<file path="src/rtl/sram_arbiter_if.sv">
// Bus bundle between the SRAM arbiter, its two requesters (VGA fetch, CPU) and the SRAM pads.
// The arbiter uses the slave view; requesters and the pad/SRAM side use the master view.
interface sram_arbiter_if #(
  parameter int ADDR_W = 20,
  parameter int DATA_W = 16
);
  logic              iVGA_REQ;
  logic [ADDR_W-1:0] iVGA_ADDR;
  logic              oVGA_ACK;
  logic              oVGA_VALID;
  logic [DATA_W-1:0] oVGA_DATA;

  logic              iCPU_REQ;
  logic              iCPU_WE;
  logic [ADDR_W-1:0] iCPU_ADDR;
  logic [DATA_W-1:0] iCPU_WDATA;
  logic [1:0]        iCPU_BE;
  logic              oCPU_ACK;
  logic              oCPU_RVALID;
  logic [DATA_W-1:0] oCPU_RDATA;

  logic [ADDR_W-1:0] oSRAM_ADDR;
  logic [DATA_W-1:0] iSRAM_DQ;
  logic [DATA_W-1:0] oSRAM_DQ;
  logic              oSRAM_DQ_OE;
  logic              oWE_N;
  logic              oOE_N;
  logic              oCE_N;
  logic              oLB_N;
  logic              oUB_N;
  logic [2:0]        oSTATE;

  modport slave (
    input  iVGA_REQ, iVGA_ADDR, iCPU_REQ, iCPU_WE, iCPU_ADDR, iCPU_WDATA, iCPU_BE, iSRAM_DQ,
    output oVGA_ACK, oVGA_VALID, oVGA_DATA, oCPU_ACK, oCPU_RVALID, oCPU_RDATA,
           oSRAM_ADDR, oSRAM_DQ, oSRAM_DQ_OE, oWE_N, oOE_N, oCE_N, oLB_N, oUB_N, oSTATE
  );

  modport master (
    output iVGA_REQ, iVGA_ADDR, iCPU_REQ, iCPU_WE, iCPU_ADDR, iCPU_WDATA, iCPU_BE, iSRAM_DQ,
    input  oVGA_ACK, oVGA_VALID, oVGA_DATA, oCPU_ACK, oCPU_RVALID, oCPU_RDATA,
           oSRAM_ADDR, oSRAM_DQ, oSRAM_DQ_OE, oWE_N, oOE_N, oCE_N, oLB_N, oUB_N, oSTATE
  );
endinterface

</file>
<file path="src/rtl/sram_arbiter.sv">
// Shares one asynchronous 16-bit SRAM between the VGA fetch port (priority) and the CPU port.
// Two-cycle reads, three-cycle writes, all SRAM pins registered; CPU is guaranteed a slot every VGA_BURST grants.
module sram_arbiter #(
  parameter int ADDR_W    = 20,
  parameter int DATA_W    = 16,
  parameter int VGA_BURST = 4
) (
  input  logic          iCLK,
  input  logic          iRST_N,
  sram_arbiter_if.slave bus
);

  typedef enum logic [2:0] {
    IDLE  = 3'd0,
    VRD_A = 3'd1,
    VRD_D = 3'd2,
    CRD_A = 3'd3,
    CRD_D = 3'd4,
    WR_S  = 3'd5,
    WR_P  = 3'd6,
    WR_H  = 3'd7
  } stateT;

  stateT      state;
  logic [3:0] runCnt;
  logic       arbNow;
  logic       cpuWins;
  logic       grantVga;
  logic       grantCpu;

  // Arbitration happens only where the next transaction may start: IDLE and each final state.
  always_comb begin
    arbNow   = (state == IDLE) || (state == VRD_D) || (state == CRD_D) || (state == WR_H);
    cpuWins  = bus.iCPU_REQ && (!bus.iVGA_REQ || (runCnt == 4'(VGA_BURST)));
    grantCpu = arbNow && cpuWins;
    grantVga = arbNow && bus.iVGA_REQ && !cpuWins;
  end

  always_ff @(posedge iCLK or negedge iRST_N) begin
    if (!iRST_N) begin
      runCnt <= 4'd0;
    end else if (!bus.iCPU_REQ || grantCpu) begin
      runCnt <= 4'd0;
    end else if (grantVga) begin
      runCnt <= runCnt + 4'd1;
    end
  end

  // Strobes, address and write data are set on the grant edge and simply held through the
  // transaction; only WE_N toggles mid-write.
  always_ff @(posedge iCLK or negedge iRST_N) begin
    if (!iRST_N) begin
      state           <= IDLE;
      bus.oVGA_ACK    <= 1'b0;
      bus.oVGA_VALID  <= 1'b0;
      bus.oVGA_DATA   <= {DATA_W{1'b0}};
      bus.oCPU_ACK    <= 1'b0;
      bus.oCPU_RVALID <= 1'b0;
      bus.oCPU_RDATA  <= {DATA_W{1'b0}};
      bus.oSRAM_ADDR  <= {ADDR_W{1'b0}};
      bus.oSRAM_DQ    <= {DATA_W{1'b0}};
      bus.oSRAM_DQ_OE <= 1'b0;
      bus.oWE_N       <= 1'b1;
      bus.oOE_N       <= 1'b1;
      bus.oCE_N       <= 1'b1;
      bus.oLB_N       <= 1'b1;
      bus.oUB_N       <= 1'b1;
    end else begin
      bus.oVGA_ACK    <= 1'b0;
      bus.oVGA_VALID  <= 1'b0;
      bus.oCPU_ACK    <= 1'b0;
      bus.oCPU_RVALID <= 1'b0;
      case (state)
        VRD_A: state <= VRD_D;
        CRD_A: state <= CRD_D;
        WR_S: begin
          state     <= WR_P;
          bus.oWE_N <= 1'b0;
        end
        WR_P: begin
          state     <= WR_H;
          bus.oWE_N <= 1'b1;
        end
        default: begin
          if (state == VRD_D) begin
            bus.oVGA_DATA  <= bus.iSRAM_DQ;
            bus.oVGA_VALID <= 1'b1;
          end
          if (state == CRD_D) begin
            bus.oCPU_RDATA  <= bus.iSRAM_DQ;
            bus.oCPU_RVALID <= 1'b1;
          end
          if (grantVga) begin
            state           <= VRD_A;
            bus.oVGA_ACK    <= 1'b1;
            bus.oSRAM_ADDR  <= bus.iVGA_ADDR;
            bus.oSRAM_DQ_OE <= 1'b0;
            bus.oCE_N       <= 1'b0;
            bus.oOE_N       <= 1'b0;
            bus.oWE_N       <= 1'b1;
            bus.oLB_N       <= 1'b0;
            bus.oUB_N       <= 1'b0;
          end else if (grantCpu) begin
            state           <= bus.iCPU_WE ? WR_S : CRD_A;
            bus.oCPU_ACK    <= 1'b1;
            bus.oSRAM_ADDR  <= bus.iCPU_ADDR;
            bus.oSRAM_DQ    <= bus.iCPU_WDATA;
            bus.oSRAM_DQ_OE <= bus.iCPU_WE;
            bus.oCE_N       <= 1'b0;
            bus.oOE_N       <= bus.iCPU_WE;
            bus.oWE_N       <= 1'b1;
            bus.oLB_N       <= ~bus.iCPU_BE[0];
            bus.oUB_N       <= ~bus.iCPU_BE[1];
          end else begin
            state           <= IDLE;
            bus.oSRAM_DQ_OE <= 1'b0;
            bus.oCE_N       <= 1'b1;
            bus.oOE_N       <= 1'b1;
            bus.oWE_N       <= 1'b1;
            bus.oLB_N       <= 1'b1;
            bus.oUB_N       <= 1'b1;
          end
        end
      endcase
    end
  end

  assign bus.oSTATE = state;

endmodule

</file>
<file path="src/flat_wrapper.sv">
// flat-port wrapper written by rule: the top's interface ports become plain ports
module sram_arbiter_flat 
#(
  parameter int ADDR_W    = 20,
  parameter int DATA_W    = 16,
  parameter int VGA_BURST = 4
)
  (iCLK, iRST_N, bus_iVGA_REQ, bus_iVGA_ADDR, bus_iCPU_REQ, bus_iCPU_WE, bus_iCPU_ADDR, bus_iCPU_WDATA, bus_iCPU_BE, bus_iSRAM_DQ, bus_oVGA_ACK, bus_oVGA_VALID, bus_oVGA_DATA, bus_oCPU_ACK, bus_oCPU_RVALID, bus_oCPU_RDATA, bus_oSRAM_ADDR, bus_oSRAM_DQ, bus_oSRAM_DQ_OE, bus_oWE_N, bus_oOE_N, bus_oCE_N, bus_oLB_N, bus_oUB_N, bus_oSTATE);
  sram_arbiter_if #(.ADDR_W(ADDR_W), .DATA_W(DATA_W)) bus_i ();
  input  logic iCLK;
  input  logic iRST_N;
  input wire logic [$bits(bus_i.iVGA_REQ)-1:0] bus_iVGA_REQ;
  input wire logic [$bits(bus_i.iVGA_ADDR)-1:0] bus_iVGA_ADDR;
  input wire logic [$bits(bus_i.iCPU_REQ)-1:0] bus_iCPU_REQ;
  input wire logic [$bits(bus_i.iCPU_WE)-1:0] bus_iCPU_WE;
  input wire logic [$bits(bus_i.iCPU_ADDR)-1:0] bus_iCPU_ADDR;
  input wire logic [$bits(bus_i.iCPU_WDATA)-1:0] bus_iCPU_WDATA;
  input wire logic [$bits(bus_i.iCPU_BE)-1:0] bus_iCPU_BE;
  input wire logic [$bits(bus_i.iSRAM_DQ)-1:0] bus_iSRAM_DQ;
  output wire logic [$bits(bus_i.oVGA_ACK)-1:0] bus_oVGA_ACK;
  output wire logic [$bits(bus_i.oVGA_VALID)-1:0] bus_oVGA_VALID;
  output wire logic [$bits(bus_i.oVGA_DATA)-1:0] bus_oVGA_DATA;
  output wire logic [$bits(bus_i.oCPU_ACK)-1:0] bus_oCPU_ACK;
  output wire logic [$bits(bus_i.oCPU_RVALID)-1:0] bus_oCPU_RVALID;
  output wire logic [$bits(bus_i.oCPU_RDATA)-1:0] bus_oCPU_RDATA;
  output wire logic [$bits(bus_i.oSRAM_ADDR)-1:0] bus_oSRAM_ADDR;
  output wire logic [$bits(bus_i.oSRAM_DQ)-1:0] bus_oSRAM_DQ;
  output wire logic [$bits(bus_i.oSRAM_DQ_OE)-1:0] bus_oSRAM_DQ_OE;
  output wire logic [$bits(bus_i.oWE_N)-1:0] bus_oWE_N;
  output wire logic [$bits(bus_i.oOE_N)-1:0] bus_oOE_N;
  output wire logic [$bits(bus_i.oCE_N)-1:0] bus_oCE_N;
  output wire logic [$bits(bus_i.oLB_N)-1:0] bus_oLB_N;
  output wire logic [$bits(bus_i.oUB_N)-1:0] bus_oUB_N;
  output wire logic [$bits(bus_i.oSTATE)-1:0] bus_oSTATE;
  assign bus_i.iVGA_REQ = bus_iVGA_REQ;
  assign bus_i.iVGA_ADDR = bus_iVGA_ADDR;
  assign bus_i.iCPU_REQ = bus_iCPU_REQ;
  assign bus_i.iCPU_WE = bus_iCPU_WE;
  assign bus_i.iCPU_ADDR = bus_iCPU_ADDR;
  assign bus_i.iCPU_WDATA = bus_iCPU_WDATA;
  assign bus_i.iCPU_BE = bus_iCPU_BE;
  assign bus_i.iSRAM_DQ = bus_iSRAM_DQ;
  assign bus_oVGA_ACK = bus_i.oVGA_ACK;
  assign bus_oVGA_VALID = bus_i.oVGA_VALID;
  assign bus_oVGA_DATA = bus_i.oVGA_DATA;
  assign bus_oCPU_ACK = bus_i.oCPU_ACK;
  assign bus_oCPU_RVALID = bus_i.oCPU_RVALID;
  assign bus_oCPU_RDATA = bus_i.oCPU_RDATA;
  assign bus_oSRAM_ADDR = bus_i.oSRAM_ADDR;
  assign bus_oSRAM_DQ = bus_i.oSRAM_DQ;
  assign bus_oSRAM_DQ_OE = bus_i.oSRAM_DQ_OE;
  assign bus_oWE_N = bus_i.oWE_N;
  assign bus_oOE_N = bus_i.oOE_N;
  assign bus_oCE_N = bus_i.oCE_N;
  assign bus_oLB_N = bus_i.oLB_N;
  assign bus_oUB_N = bus_i.oUB_N;
  assign bus_oSTATE = bus_i.oSTATE;
  sram_arbiter #(.ADDR_W(ADDR_W), .DATA_W(DATA_W), .VGA_BURST(VGA_BURST)) u_core (.iCLK(iCLK), .iRST_N(iRST_N), .bus(bus_i));
endmodule
</file>
<file path="config.mk">
export PLATFORM = sky130hd
export DESIGN_NAME = sram_arbiter_flat
export DESIGN_NICKNAME = d
export VERILOG_FILES = /design/src/rtl/sram_arbiter_if.sv /design/src/rtl/sram_arbiter.sv /design/src/flat_wrapper.sv
export SDC_FILE = /design/constraint.sdc
export NUM_CORES = 1
export LEC_CHECK = 0
export CORE_ASPECT_RATIO = 1.4
export CORE_MARGIN = 2
export CORE_UTILIZATION = 37
export CTS_CLUSTER_DIAMETER = 60
export DETAILED_ROUTE_END_ITERATION = 8
export HOLD_SLACK_MARGIN = 0.06
export PLACE_DENSITY = 0.76
export REMOVE_ABC_BUFFERS = 1
export SKIP_CTS_REPAIR_TIMING = 1
export SYNTH_ARGS = -nofsm -noshare
export SYNTH_HDL_FRONTEND = slang
export SYNTH_SLANG_ARGS = --single-unit
</file>
<file path="constraint.sdc">
create_clock -name iCLK -period 1.8 [get_ports iCLK]
set_input_delay 0.45 -clock iCLK [delete_from_list [all_inputs] [get_ports iCLK]]
set_output_delay 0.45 -clock iCLK [all_outputs]
set_load 0.02 [all_outputs]
</file>
======== After elaboration in Yosys (flattened, before gate mapping) ========
Index checks and enable logic that the tools add are counted.
storage, ports and cells
  register bits after elaboration ......... 85
  word-level logic and storage cells ...... 78
operators by class
  add/sub/neg operators ................... 1
  eq/ne operators ......................... 8
  muxes and demuxes ....................... 28
  bitwise gates (word level) .............. 4
  reductions and logical operators ........ 21
operators with widths
  cell                   number
  $mux W20               2
  $mux W1                19
  $eq A3 B3 Y1 const B   4
  $pmux W3 S4            1
  $mux W3                3
  $mux W4                2
  $eq A3 B2 Y1 const B   2
  $reduce_and A2 Y1      3
  $logic_or A1 B1 Y1     5
  $add A4 B1 Y4 const B  1
  $eq A4 B3 Y1 const B   1
  $logic_and A1 B1 Y1    4
  $not A1 Y1             4
  $reduce_bool A2 Y1     2
  $reduce_or A4 Y1       1
  $eq A3 B1 Y1 const B   1
  $logic_not A1 Y1       3
  $logic_not A3 Y1       1
  $reduce_and A3 Y1      1
  $pmux W1 S2            1
  $reduce_or A2 Y1       1

======== Logic depth before layout (Yosys ltp) ========
Gate-level depths: netlist (run 1).
  word-level depth ........................ 8
  mapped depth ............................ 8
  mapped depth without buffers ............ 7

======== Least setup slack after synthesis (run 1) ========
OpenSTA, ideal clock, no wires.
  path type ............................... flip-flop to flip-flop
  start ................................... register u_core.runCnt[0]
  end ..................................... register u_core.bus.oSRAM_DQ[10] (netlist bit)
  library setup time ...................... 0.127 ns
  data arrival time ....................... 1.636 ns
  setup slack ............................. 0.036 ns
  cell stages (with the launch flop) ...... 9
  path through ............................ dfrtp_1 > inv_1 > ha_1 > nand4b_1 > o21ai_1 > nand2_2 > inv_4 > buf_8 > mux2_1
on the way
  longest elaborated chain between the ends .. 7
  elaborated cells between the ends (all ways) .. 8
  those cells by class .................... 1 x eq/ne; 1 x bitwise; 6 x reduce/logical
ends and longest elaborated chain
  item                             line                   text
  from (decl)                      sram_arbiter.sv:25     logic [3:0] runCnt;
  from (signal assigned)           sram_arbiter.sv:45     runCnt <= runCnt + 4'd1;
  $eq A4 B3 Y1 (*)                 sram_arbiter.sv:34     cpuWins = bus.iCPU_REQ && (!bus.iVGA_REQ || (runCnt == 4'(VGA_BURST)));
  $logic_or A1 B1 Y1 (*)           sram_arbiter.sv:34
  $logic_and A1 B1 Y1 (*)          sram_arbiter.sv:34
  $logic_not A1 Y1                 sram_arbiter.sv:36     grantVga = arbNow && bus.iVGA_REQ && !cpuWins;
  $logic_and A1 B1 Y1              sram_arbiter.sv:36
  $not A1 Y1 (no line)             --
  $reduce_and A3 Y1 (no line) (*)  --
  to (signal assigned)             sram_arbiter.sv:61     bus.oSRAM_DQ <= {DATA_W{1'b0}};
  to (signal assigned)             sram_arbiter.sv:107    bus.oSRAM_DQ <= bus.iCPU_WDATA;
  to (decl)                        sram_arbiter_if.sv:36  oSRAM_ADDR, oSRAM_DQ, oSRAM_DQ_OE, oWE_N, oOE_N, oCE_N, oLB_N, oUB_N, oSTATE
Mark *: on every way between the ends. The rest lies on a longest branch, timed or not.
A chain may end at the register's enable or synchronous reset.

======== Final worst setup path (run 1) ========
  start ................................... register u_core.bus.oSRAM_ADDR[7] (netlist bit)
  end ..................................... output port bus_oSRAM_ADDR[7]
RTL lines
  item                    line                   text
  from (decl)             sram_arbiter_if.sv:36
  from (signal assigned)  sram_arbiter.sv:60     bus.oSRAM_ADDR <= {ADDR_W{1'b0}};
  from (signal assigned)  sram_arbiter.sv:96     bus.oSRAM_ADDR <= bus.iVGA_ADDR;
  from (signal assigned)  sram_arbiter.sv:106    bus.oSRAM_ADDR <= bus.iCPU_ADDR;
  to (decl)               flat_wrapper.sv:26     output wire logic [$bits(bus_i.oSRAM_ADDR)-1:0] bus_oSRAM_ADDR;
No word-level cell between the ends.

==> results of run 1 <==
-- metal layers --
metal / track usage, % / vias up / share of wire, %
li1: - / 1276 / -
met1: 21.4 / 1360 / 39
met2: 31.8 / 86 / 54
met3: 2.63 / 20 / 4.4
met4: 8.69 / 0 / 2.9
met5: 0 / - / 0
-- power groups by stage --
| stage | clock, W | combinational, W | sequential, W |
|---|---|---|---|
| 2_1_floorplan | 0 | 0.00166 | 0.00453 |
| 3_3_place_gp | 0 | 0.00558 | 0.00339 |
| 3_5_place_dp | 0 | 0.00569 | 0.00343 |
| 4_1_cts | 0.00178 | 0.00569 | 0.00340 |
| 5_1_grt | 0.00186 | 0.00594 | 0.00351 |
| 6_report | 0.00173 | 0.00562 | 0.00339 |
-- through the flow --
step,worst slack (ps),cells,TNS (ps)
3_5_place_dp,-307,525,-9960
5_1_grt,-0.0373,544,-0.0373
4_1_cts,-144,541,-1040
3_3_place_gp,-236,525,-8150
6_report,31.8,544,0
2_1_floorplan,-470,233,-13080
-- registers in the layout, indices dropped and copies added (netlist names), 3 cells and up --
name	cells
u_core.runCnt	4
u_core.bus.oSRAM_ADDR	20
u_core.bus.oSTATE	3
u_core.bus.oSRAM_DQ	16
u_core.bus.oVGA_DATA	16
u_core.bus.oCPU_RDATA	16
-- final cells by class --
| type | instances | area share [%] |
|---|---|---|
| Timing Repair Buffer | 185 | 33.3 |
| Clock buffer | 9 | 3.88 |
| Sequential cell | 85 | 36.8 |
| Clock inverter | 7 | 0.993 |
| Tap cell | 110 | 2.37 |
| Inverter | 6 | 0.518 |
| Multi-Input combinational cell | 142 | 22.1 |
-- cells in the final DEF (no fill, tap or decap), types with 4 or more instances in the layout --
cell type | Yosys | layout
buf_4 | 2 | 18
dfstp_2 | 5 | 5
clkdlybuf4s50_1 | 0 | 143
o221a_1 | 6 | 6
nand2_1 | 10 | 9
o221a_2 | 14 | 14
dlymetal6s2s_1 | 0 | 15
mux2_2 | 36 | 36
mux2_1 | 12 | 12
buf_12 | 0 | 7
nor2_1 | 4 | 4
or3_1 | 21 | 21
a21oi_1 | 7 | 7
clkbuf_16 | 0 | 10
dfrtp_1 | 80 | 79
-- how the worst min path moves through the flow --
stage / to / from / slack [ps]
2_1_floorplan: u_core.bus.oCPU_ACK / iRST_N / 150
3_3_place_gp: u_core.bus.oVGA_DATA[13] / iRST_N / 400
3_5_place_dp: u_core.bus.oVGA_DATA[13] / iRST_N / 400
4_1_cts: u_core.bus.oVGA_DATA[13] / iRST_N / 50
5_1_grt: u_core.bus.oCE_N / u_core.bus.oCE_N / 490
6_report: u_core.bus.oCE_N / u_core.bus.oCE_N / 470
-- logic make-up (layout without fill, tap and decap cells) --
family	after synthesis	in the layout	synth area share, %
xor gates and xnor gates	2	2	1.25
buffers and inverters	19	207	2.93
DFF	85	85	60.8
adders and majority gates	2	2	0.714
and+or+nand+nor	50	50	8.89
muxes	48	48	15.4
AOI/OAI and AO/OA	40	40	9.96
==> metrics.md, run 1 <==
| Metric | Value |
|---|---|
| Status | finished clean |
| Post-route cell area | 5800 sq um |
| DRC violations left | 0 |
| CTS tree | yes |
| Hold violation total from the final report | 0 |
| Net Switching | 0.00392 W |
| Synth top area cells | dfrtp_1 (57%), mux2_2 (12%), o221a_2 (4.5%) |
| Number of port buffers | 159 |
| Max Cap Viol | 0 |
| Utilization after layout | 62.0% |
| Worst Hold Margin | 471 ps |
| Hold Path Depth | 2 |
| Register bit count reported by yosys | 85 |
| Final setup vio count | 0 |
| CP endpoint kind | output pin |
| DP Wirelength | 6900 um |
| Final WL | 9250 um |
| Storage cell area | 2130 sq um |
| Worst Setup EP | bus_oSRAM_ADDR[7] |
| Delay-heaviest family, CP | buffers and inverters |
| CTS H-tree depth | 3 |
| DR WL/cell | 17.0 um |
| Clock root buffer | clkbuf_16 |
| Initial Utilization | 37.5% |
| Post-synthesis sequential area ratio | 60.8% |
| Slew @ Worst Pin | 396 ps |
| Combinational power share | 52.3% |
| Tot GR Track Use | 18.1% |
| Clock skew | 8.65 ps |
| Via Count | 2,742 |
| Ratio of cells with drive above 1 in the final layout | 25.6% |
| Critical-path cell list | clkdlybuf4s50_1 |
| Synth Flop Type | dfrtp_1 |
| Crit Path Class | reg2out |
| Reg-to-reg startpoint | u_core.runCnt[1] |
| CTS Buf Count | 9 |
| Count of cell types in the netlist | 40 |
| Area of the multi-input gates | 1280 sq um |
| Ys Warns | 0 |
| Slowest-stage cell, CP | clkdlybuf4s50_1 |
| Worst rel slew slack | 73.6% |
| Most frequent cell after synthesis | dfrtp_1 |
| R2R depth | 8 |
| R2R setup slack | 110 ps |
| First-pass GRT wire length | 14,600 um |
| Peak supply drop | 1.01 mV |
| Initial DRC Count | 78 |
| P_int | 0.00683 W |
| Area leader, netlist | dfrtp_1 |
| Total Nets Final | 510 |
| Sw Share | 36.5% |
| Placed cell area | 5420 sq um |
| Asr flop ratio synth | 100% |
| Clock power frac | 16.1% |
| CP max FO | 2 |
| Instance count on the critical path | 1 |
| Drt first pass iters | 4 |
| Hold/Removal Path Class | reg2reg |
| Number of synthesized flops with an enable pin | 0 |
| Cell area after technology mapping | 3510 sq um |
| Post-DRT Antenna Nets | 0 |
| Final period util | 98.2% |
| Post-DR vias/cell | 5.04 |
| Core area | 9350 sq um |
| Worst Path Buf+Inv | 1 |
| I/O pin cnt | 160 |
| DIE AREA | 10,300 sq um |
| Max-slew violations | 0 |
| CTS sink cnt | 85 |
| Static leakage | 2.49 nW |
| Max clock buf depth | 2 |
| Flop pwr share | 31.6% |
| Arr. time, crit path | 1320 ps |
| Min Tclk post-route | 1770 ps |
| Height of the die | 119 um |
| Clock slew at reported path FFs | 70 ps |
| Synthesized area per cell | 14.3 sq um |
| Floorplan row count | 42 |
| Most instantiated cells after synthesis | dfrtp_1 (80), mux2_2 (36), or3_1 (21) |
| RR Endpoint | u_core.bus.oSRAM_ADDR[18] |
| RePlAce Congestion | 0.787 |
| Clk_lat worst skew | 340 ps |
| Post-layout power | 0.0108 W |
| Crit path launch type | flop |
| Vias in the first global route | 2,923 |
| GRT Residual Overflow | 0 |
| CP max stage delay | 620 ps |
| Die Wd | 86.3 um |
| Worst EP required | 1350 ps |
| Filler Cell Count | 725 |
| Ant diodes | 0 |
| Initial antenna violation count | 0 |
| CP startpoint | u_core.bus.oSRAM_ADDR[7] |
| Fmax | 566 MHz |
| Layout area overhead | 65.4% |
| Gate Count Post-Synth | 246 |
| PD cells | 1850 nW/um^2 |
| Yosys top cell area share | 57.1% |
| Largest net degree at the start of global routing | 34 |
Power figures use the tool's default switching activity.
==> run 2, diff against run 1 <==
CORE_ASPECT_RATIO = unset   (was 1.4)
==> run 2 against run 1 <==
  * Global-route usage is 0.46 points lower
  * Core utilization rose by 1.8 points
  * Highest routed layer unchanged
  * Sequential share of layout area decreased by 0.42 points
  * Combinational power decreased by 0.9%
  * Setup slack better by 0.76 ps
  * First-iteration DRC count is 31% lower
  * Register-to-register slack got worse by 20 ps
  * Hold slack barely moved
  * Clock power is 6% lower
  * Sequential power about the same
  * Fmax about the same
==> metrics.md, run 2 (same netlist as run 1, synthesis figures left out) <==
| Metric | Value |
|---|---|
| CP max stage delay | 620 ps (about the same) |
| Arr. time, crit path | 1320 ps (about the same) |
| Post-DRT Antenna Nets | 0 (unchanged) |
| Fmax | 566 MHz (about the same) |
| Post-DR vias/cell | 4.99 (-1.1%) |
| Core area | 9200 sq um (-1.7%) |
| Hold Path Depth | 2 (unchanged) |
| DRC violations left | 0 (unchanged) |
| Number of port buffers | 159 (unchanged) |
| Dpl cells | 528 (+0.57%) |
| Peak supply drop | 0.949 mV (-6.4%) |
| Clock root buffer | clkbuf_8 |
| Die Wd | 101 um (+17%) |
| CTS Buf Count | 9 (unchanged) |
| Max clock buf depth | 2 (unchanged) |
| DR WL/cell | 16.9 um (-0.73%) |
| R2R depth | 7 (-1) |
| Worst Hold Margin | 471 ps (-0.108 ps) |
| Hold_sp | u_core.bus.oCE_N |
| Crit Path Class | reg2out |
| Clock slew at reported path FFs | 80 ps (about the same) |
| Most common cell after layout, fill and taps aside | clkdlybuf4s50_1 |
| Slew @ Worst Pin | 462 ps (+65.9 ps) |
| Tot GR Track Use | 17.7% (-0.46 points) |
| Biggest register | u_core.bus.oSRAM_ADDR |
| CTS sink cnt | 85 (unchanged) |
| Clock skew | 7.95 ps (-0.703 ps) |
| Static leakage | 2.91 nW (+17%) |
| First-pass GRT wire length | 14,300 um (-2.3%) |
| Max Cap Viol | 0 (unchanged) |
| GRT Residual Overflow | 0 (unchanged) |
| Ant diodes | 0 (unchanged) |
| Max reg flops | 20 (unchanged) |
| Worst rel slew slack | 69.2% (-4.4 points) |
| Drt first pass iters | 4 (unchanged) |
| I/O pin cnt | 160 (unchanged) |
| Crit path launch type | flop |
| Reg-to-reg startpoint | u_core.runCnt[1] |
| DP Wirelength | 6700 um (-3.0%) |
| Height of the die | 101 um (-15%) |
| Largest net degree at the start of global routing | 35 (+2.9%) |
| RePlAce Congestion | 0.827 (+5.1%) |
| PD cells | 1800 nW/um^2 (-3.0%) |
| Min Tclk post-route | 1770 ps (-0.761 ps) |
| Max-slew violations | 0 (unchanged) |
| Initial Utilization | 38.1% (+0.64 points) |
| CTS H-tree depth | 3 (unchanged) |
| Setup TNS | 0 ps (unchanged) |
| Vias in the first global route | 2,908 (-0.51%) |
| Initial DRC Count | 54 (-31%) |
| WHS Endpoint | u_core.bus.oCE_N |
| R2R setup slack | 90 ps (-20 ps) |
| Final period util | 98.2% (about the same) |
| CP max FO | 2 (unchanged) |
| Hold/Removal Path Class | reg2reg |
| Area of the multi-input gates | 1280 sq um (about the same) |
| Initial antenna violation count | 0 (unchanged) |
| Total Nets Final | 511 (+0.20%) |
| Hold violation total from the final report | 0 (unchanged) |
| Instance count on the critical path | 1 (unchanged) |
| Non-Filler Instances | 545 (+0.18%) |
| Filler Cell Count | 701 (-3.3%) |
| Floorplan row count | 35 (-17%) |
| Post-route cell area | 5870 sq um (+1.2%) |
| CTS tree | yes |
| Most frequent cells in the layout | clkdlybuf4s50_1 (93), dfrtp_1 (79), dlymetal6s2s_1 (65) |
| CP startpoint | u_core.bus.oCPU_RDATA[0] |
| Final WL | 9200 um (-0.55%) |
| RR Endpoint | u_core.bus.oSRAM_ADDR[0] |
| Slowest-stage cell, CP | clkdlybuf4s50_1 |
| CP endpoint kind | output pin |
| Placed cell area | 5420 sq um (about the same) |
| Storage cell area | 2130 sq um (unchanged) |
| Status | finished clean |
| Layout area overhead | 67.3% |
| Worst EP required | 1350 ps (about the same) |
| Utilization after layout | 63.8% (+1.8 points) |
| DIE AREA | 10,300 sq um (-0.11%) |
| Clk_lat worst skew | 340 ps (about the same) |
| Via Count | 2,718 (-0.88%) |
| Final setup vio count | 0 (unchanged) |
| Ratio of cells with drive above 1 in the final layout | 25.6% (unchanged) |
| Worst Path Buf+Inv | 1 (unchanged) |
| Critical-path cell list | clkdlybuf4s50_1 |
| Delay-heaviest family, CP | buffers and inverters |
[run 2: changes by cell type in the layout (fill, tap and decap cells not counted), sizes merged]
cell           before  now
buf                25   27
bufinv              0    3
clkdlybuf4s50     143   93
clkinv              2    1
clkinvlp            2    0
dlymetal6s2s       15   65
inv                 9    7
[run 2: worst max-delay path by stage]
stage	endpoint	slack [ps]
after floorplan	u_core.bus.oSRAM_ADDR[0]	-470
after global placement	u_core.bus.oSRAM_DQ[5]	-230
after detailed placement	u_core.bus.oSRAM_DQ[5]	-300
after CTS	bus_oSTATE[0]	-220
after global routing	bus_oCPU_RDATA[0]	-20
final	bus_oCPU_RDATA[0]	30
[run 2: final cells by class]
| cell class | count | share of cell area (%) |
|---|---|---|
| clock buffers | 10 | 2.35 |
| well taps | 111 | 2.37 |
| multi-input cells | 142 | 21.9 |
| inverters | 6 | 0.512 |
| repair buffers | 186 | 34.6 |
| flip-flops and latches | 85 | 36.4 |
| clock inverters | 5 | 1.83 |
[run 2: stage by stage]
step	worst slack (ps)	total power (W)
2_1_floorplan	-470	0.00619
3_3_place_gp	-227	0.00897
3_5_place_dp	-298	0.00915
4_1_cts	-216	0.0108
5_1_grt	-16.2	0.0112
6_report	32.5	0.0106
[run 2: worst register-to-register path, stage by stage, from the launching register on]
cell,delay (ps)
dfrtp_1,390
inv_1,80
ha_2,190
nand4b_1,170
o21ai_2,120
nand2_2,120
buf_4,240
o221a_2,300
[run 2: power by group]
part,switching [W],total (W),internal [W]
clock network,0.000669,0.00163,0.000960
logic,0.00263,0.00557,0.00293
registers,0.000497,0.00336,0.00286
total,0.00380,0.0106,0.00676
[run 2: layer usage]
metal  vias to the layer above  global-route usage [%]  share of wire (%)
li1                       1273                       -                  -
met1                      1337                    22.0                 42
met2                        99                    30.2                 52
met3                         9                    4.55                5.6
met4                         0                    5.41                1.3
met5                         -                       0                  0
